<file path="config.mk">
export PLATFORM = sky130hd
export DESIGN_NAME = param_insertion_sorter
export DESIGN_NICKNAME = d
export VERILOG_FILES = /design/src/rtl/sorter_pkg.sv /design/src/rtl/sorter_cell.sv /design/src/rtl/param_insertion_sorter.sv
export SDC_FILE = /design/constraint.sdc
export NUM_CORES = 1
export LEC_CHECK = 0
export BUFFER_PORTS_ARGS = -buffer_cell sky130_fd_sc_hd__buf_2
export CORE_UTILIZATION = 40
export DETAILED_ROUTE_END_ITERATION = 10
export PLACE_DENSITY_LB_ADDON = 0.25
export RECOVER_POWER = 25
export SLEW_MARGIN = 10
export SYNTH_ARGS = -nofsm -noshare
export SYNTH_HDL_FRONTEND = slang
export SYNTH_SLANG_ARGS = --single-unit
export TNS_END_PERCENT = 50
</file>
<file path="constraint.sdc">
create_clock -name CLK -period 4.3 [get_ports CLK]
set_clock_uncertainty 0.1 [all_clocks]
set_input_delay 0.215 -clock CLK [delete_from_list [all_inputs] [get_ports CLK]]
set_output_delay 0.215 -clock CLK [all_outputs]
set_load 0.05 [all_outputs]
</file>
<file path="src/rtl/sorter_pkg.sv">
// Shared types and the compare helper for the streaming insertion sorter.
// Samples are widened to MAX_W by the caller, so WIDTH must stay below MAX_W.
package sorter_pkg;

  typedef enum logic {
    COLLECT = 1'b0,
    DRAIN   = 1'b1
  } state_e;

  localparam int MAX_W = 64;

  function automatic logic cmp_lt(input logic [MAX_W-1:0] a,
                                  input logic [MAX_W-1:0] b,
                                  input logic             signed_mode);
    if (signed_mode) begin
      return $signed(a) < $signed(b);
    end
    return a < b;
  endfunction

endpackage

</file>
<file path="src/rtl/sorter_cell.sv">
// One slot of the insertion array: decides whether the incoming sample lands at or
// below this slot and produces the slot's next value (keep, shift from left, or take x).
module sorter_cell
  import sorter_pkg::*;
#(
  parameter int WIDTH  = 8,
  parameter int SIGNED = 1
) (
  input  logic             CLK,
  input  logic             RESET,
  input  logic             load_i,
  input  logic [WIDTH-1:0] x_i,
  input  logic [WIDTH-1:0] left_i,
  input  logic             left_go_i,
  input  logic             valid_i,
  input  logic             dir_i,
  output logic             go_o,
  output logic [WIDTH-1:0] next_o,
  output logic [WIDTH-1:0] slot_o
);

  localparam logic SMODE = (SIGNED != 0);

  logic [WIDTH-1:0] slot_q;
  logic [MAX_W-1:0] x_ext;
  logic [MAX_W-1:0] slot_ext;

  function automatic logic [MAX_W-1:0] widen(input logic [WIDTH-1:0] v);
    return {{(MAX_W-WIDTH){SMODE & v[WIDTH-1]}}, v};
  endfunction

  assign x_ext    = widen(x_i);
  assign slot_ext = widen(slot_q);

  // Empty slots always yield, so the go flags form a monotonic 0..0 1..1 pattern.
  assign go_o   = ~valid_i | (dir_i ? cmp_lt(slot_ext, x_ext, SMODE)
                                    : cmp_lt(x_ext, slot_ext, SMODE));
  assign next_o = go_o ? (left_go_i ? left_i : x_i) : slot_q;
  assign slot_o = slot_q;

  always_ff @(posedge CLK) begin
    if (RESET) begin
      slot_q <= '0;
    end else if (load_i) begin
      slot_q <= next_o;
    end
  end

endmodule

</file>
<file path="src/rtl/param_insertion_sorter.sv">
// Streaming insertion sorter: collects up to DEPTH samples sorted on arrival, then drains
// them in order over valid/ready. First out_valid one cycle after the last accept.
module param_insertion_sorter
  import sorter_pkg::*;
#(
  parameter int WIDTH  = 8,
  parameter int DEPTH  = 8,
  parameter int SIGNED = 1
) (
  input  logic             CLK,
  input  logic             RESET,
  input  logic [WIDTH-1:0] in_data,
  input  logic             in_valid,
  input  logic             in_last,
  input  logic             descend,
  output logic             in_ready,
  output logic [WIDTH-1:0] out_data,
  output logic             out_valid,
  input  logic             out_ready,
  output logic             out_last
);

  localparam int CW = $clog2(DEPTH + 1);

  state_e           state_q, state_d;
  logic [CW-1:0]    count_q, count_d;
  logic [CW-1:0]    rd_ptr_q, rd_ptr_d;
  logic             in_ready_q, in_ready_d;
  logic             out_valid_q, out_valid_d;
  logic             out_last_q, out_last_d;
  logic [WIDTH-1:0] out_data_q, out_data_d;
  logic             dir_q, dir_d;

  logic             accept;
  logic             frame_done;
  logic             xfer;
  logic             dir_cur;
  logic [CW-1:0]    nxt_ptr;
  logic [WIDTH-1:0] rd_val;

  logic             go_w   [DEPTH];
  logic [WIDTH-1:0] next_w [DEPTH];
  logic [WIDTH-1:0] slot_w [DEPTH];

  assign accept     = in_valid & in_ready_q;
  assign frame_done = accept & (in_last | (count_q == CW'(DEPTH - 1)));
  assign xfer       = out_valid_q & out_ready;
  // Direction latches with the first sample; later toggles within the frame are ignored.
  assign dir_cur    = (count_q == '0) ? descend : dir_q;
  assign nxt_ptr    = rd_ptr_q + CW'(1);

  for (genvar j = 0; j < DEPTH; j++) begin : g_cell
    sorter_cell #(
      .WIDTH  (WIDTH),
      .SIGNED (SIGNED)
    ) u_cell (
      .CLK       (CLK),
      .RESET     (RESET),
      .load_i    (accept),
      .x_i       (in_data),
      .left_i    ((j == 0) ? '0 : slot_w[(j == 0) ? 0 : j-1]),
      .left_go_i ((j == 0) ? 1'b0 : go_w[(j == 0) ? 0 : j-1]),
      .valid_i   (CW'(j) < count_q),
      .dir_i     (dir_cur),
      .go_o      (go_w[j]),
      .next_o    (next_w[j]),
      .slot_o    (slot_w[j])
    );
  end

  always_comb begin
    rd_val = '0;
    for (int j = 0; j < DEPTH; j++) begin
      if (nxt_ptr == CW'(j)) begin
        rd_val = slot_w[j];
      end
    end
  end

  always_ff @(posedge CLK) begin
    if (RESET) begin
      state_q <= COLLECT;
    end else begin
      state_q <= state_d;
    end
  end

  always_comb begin
    state_d = state_q;
    case (state_q)
      COLLECT: if (frame_done)          state_d = DRAIN;
      DRAIN:   if (xfer && out_last_q)  state_d = COLLECT;
      default:                          state_d = COLLECT;
    endcase
  end

  always_comb begin
    count_d     = count_q;
    rd_ptr_d    = rd_ptr_q;
    in_ready_d  = in_ready_q;
    out_valid_d = out_valid_q;
    out_last_d  = out_last_q;
    out_data_d  = out_data_q;
    dir_d       = dir_q;
    case (state_q)
      COLLECT: begin
        if (accept) begin
          count_d = count_q + CW'(1);
          dir_d   = dir_cur;
          if (frame_done) begin
            // Slot 0 is being written on this same edge, so take its next value.
            in_ready_d  = 1'b0;
            out_valid_d = 1'b1;
            out_data_d  = next_w[0];
            out_last_d  = (count_q == '0);
            rd_ptr_d    = '0;
          end
        end
      end
      DRAIN: begin
        if (xfer) begin
          if (out_last_q) begin
            count_d     = '0;
            rd_ptr_d    = '0;
            out_valid_d = 1'b0;
            out_last_d  = 1'b0;
            in_ready_d  = 1'b1;
          end else begin
            rd_ptr_d   = nxt_ptr;
            out_data_d = rd_val;
            out_last_d = (nxt_ptr == count_q - CW'(1));
          end
        end
      end
      default: ;
    endcase
  end

  always_ff @(posedge CLK) begin
    if (RESET) begin
      count_q     <= '0;
      rd_ptr_q    <= '0;
      in_ready_q  <= 1'b1;
      out_valid_q <= 1'b0;
      out_last_q  <= 1'b0;
      out_data_q  <= '0;
      dir_q       <= 1'b0;
    end else begin
      count_q     <= count_d;
      rd_ptr_q    <= rd_ptr_d;
      in_ready_q  <= in_ready_d;
      out_valid_q <= out_valid_d;
      out_last_q  <= out_last_d;
      out_data_q  <= out_data_d;
      dir_q       <= dir_d;
    end
  end

  assign in_ready  = in_ready_q;
  assign out_valid = out_valid_q;
  assign out_last  = out_last_q;
  assign out_data  = out_data_q;

endmodule
</file>
==> impl_metrics.csv <==
group,metric,value,unit
run_status,status,"finished, final reports clean",
sta,relSlewSlack,30.0,%
sta,clock.fmax,283,MHz
floorplan,row_count,47,
power_and_ir_drop,ir_worst_vdd,0.246,mV
sta,setup_violations,0,
floorplan,start_util,40.7,%
route,wl_per_cell,20.4,um
clocking,numCtsBuffers,9,
global_routing,grt-ovfl-total,0,
worst_setup_path,crit_fanout,17,
worst_setup_path,cp.required,4.38,ns
global_routing,track_usage,25.6,%
yosys,yosysWarnings,0,
cells_and_area,fin_area,7200,um^2
power_and_ir_drop,leakagePower,2.85,nW
clocking,cts_root_buf,"clkbuf_16",
cells_and_area,drive_gt1_share,7.57,%
route,num_vias,6397,
sta,period_minus_slack,3.54,ns
floorplan,die_w,132,um
yosys,synth_mux_area_share,5.68,%
worst_setup_path,worstSetupPathType,"flop to flop",
placement,place_ws,0.914,ns
route,drtPass1Iterations,6,
worst_setup_path,cp-start-kind,"flop",
cells_and_area,final_common_cell,"a21oi_1",
sta,period_share,82.2,%
yosys,synth_seq_cells,85,
sta,setup_ws,0.764,ns
yosys,synthArstFlopShare,0,%
global_routing,antenna_found_initial,0,
worst_setup_path,cp-end-kind,"flop",
route,wl,21.8,mm
yosys,synth_top_area_cell,"dfxtp_1",
yosys,avgSynthCellArea,7.86,um^2
yosys,ys_top_cells_by_area,"dfxtp_1, ha_1, a21oi_1",
clocking,cts_resized,0,
worst_setup_path,cp.arrival,3.62,ns
floorplan,fp.dieArea,17300,um^2
cells_and_area,fill_cells,1694,
route,drc,0,
sta,finalHoldViolCount,0,
clocking,cts_tree,"yes",
cells_and_area,final_nets,928,
yosys,synthXorXnorAreaFrac,1.17,%
sta,tns,0,ns
clocking,clock_sinks,85,
power_and_ir_drop,fin_total_pwr,2.46,mW
cells_and_area,diodes,0,
floorplan,ioPinCount,25,
clocking,hold_buffers,0,
yosys,synth_fp_nets,942,
floorplan,core,16500,um^2
yosys,synth_compound_area_share,29.0,%
global_routing,grt_max_degree,53,
route,vias_per_cell,6.00,
yosys,synthSimpleGateAreaFrac,18.8,%
cells_and_area,mostFrequentLayoutCells,"a21oi_1, dfxtp_1, nand2_1",
yosys,synth_cells,855,
job,cap_violations,0,
yosys,synth_ff_type,"dfxtp_1",
placement,gp_congestion,0.897,
placement,placed_area,6910,um^2
global_routing,grt_pass1_wl,34.1,mm
clocking,htreeDepth,3,
global_routing,grt_pass1_vias,6010,
yosys,synth_cell_types,78,
power_and_ir_drop,powerDensity,342,nW/um^2
route,ant_nets,0,
clocking,cts_buffer_depth,2,
cells_and_area,synthToLayoutAreaGrowth,7.13,%
clocking,cts_setup_buffers,0,
yosys,yosys.area.top_type_share,25.3,%
sta,slew_violations,0,
clocking,clk_pin_slew,0.06,ns
sta,rsz0062_at_grt,"false",
yosys,netlist_area,6720,um^2
route,drt_iter0_markers,554,
placement,port_buffers,24,
sta,worstMarginPinSlew,1.05,ns
yosys,synth_edf_count,0,
placement,hpwlAfterDp,15.3,mm
yosys,synth_seq_area_share,25.3,%
worst_hold_path,min_path_type,"input pin to flop",
clocking,clk_latency,0.36,ns
yosys,synth_top_family_by_area,"compound AO/OA/AOI/OAI gates",
yosys,synthAdderAreaFrac,13.6,%
floorplan,die_y,132,um
-- registers in the layout, summed over array words and instances (netlist names), 4 cells and up --
name,count
g_cell.u_cell.slot_o,64
rd_ptr_q,4
out_data,8
count_q,4
-- worst max-delay path, stage by stage (launching register included) --
cell      delay [ns]
dfxtp_1         0.38
inv_1           0.12
ha_1            0.17
nor3b_4         0.35
mux2i_1         0.87
a21oi_1         0.23
mux2i_4         0.58
and2_1          0.40
a311oi_1        0.15
-- power by group --
part / leakage [nW] / internal (mW) / switching, mW
logic: 2.01 / 0.251 / 0.406
clock network: 0.147 / 0.509 / 0.340
registers: 0.700 / 0.855 / 0.0999
-- cell families (layout without fill, tap and decap cells) --
| kind of cell | count (synthesis) | in the layout |
|---|---|---|
| compound gates | 293 | 293 |
| fa+ha+maj | 73 | 73 |
| flops | 85 | 85 |
| xor+xnor | 9 | 9 |
| mux | 35 | 35 |
| simple gates | 258 | 258 |
| buf+inv | 102 | 93 |
-- routing by layer --
metal / share of wire (%) / track usage (%) / up-vias / wire (um)
met5: 0 / 0 / - / 0
li1: - / - / 3124 / -
met4: 3.8 / 10.5 / 0 / 826
met2: 45 / 40.7 / 203 / 9700
met1: 45 / 33.4 / 3011 / 9740
met3: 6.9 / 5.44 / 59 / 1510
-- cell usage after synthesis, drive strengths merged, types with 4 or more instances --
library cell,number
nor2b,22
nand3,22
o22ai,7
nor3,17
nand4,11
nand2,84
a21o,6
and2,6
a21oi,114
mux2,6
mux2i,29
a31oi,15
nand3b,4
a311oi,14
a221oi,13
nor2,66
and3,4
nor3b,4
xnor2,6
o21a,4
o21bai,4
a211oi,42
or3,4
buf,14
ha,73
a22oi,6
dfxtp,85
inv,45
o21ai,39
clkbuf,42
o211ai,5
-- stage by stage --
step,utilization [%],hold slack (ns),cells
global route,43.6,0.116,1066
floorplan,-,0.251,855
CTS,43.7,0.0856,1066
detailed placement,41.8,0.386,1050
global placement,41.8,0.381,1050
finish,43.6,0.0909,1066
-- final timing paths --
| check | to | slack, ns | from | cells after the start |
|---|---|---|---|---|
| worst min register to register | out_data[1] | 0.40 | out_data[1] | 1 |
| worst max register to register | g_cell[6].u_cell.slot_o[0] | 0.76 | count_q[0] | 8 |
| worst max-delay path | g_cell[6].u_cell.slot_o[0] | 0.76 | count_q[0] | 8 |
| worst min-delay path | state_q | 0.09 | out_ready | 4 |
-- layout make-up --
cell class                      instances  area (um^2)  area share [%]
Timing Repair Buffer                   32          165            2.29
Inverter                               45          169            2.34
Multi-Input combinational cell        668         4580            63.6
Tap cell                              220          275            3.82
Sequential cell                        85         1700            23.6
Clock inverter                          4         72.6            1.01
Clock buffer                           12          236            3.28
No activity file was read; power rests on OpenSTA's default activity.
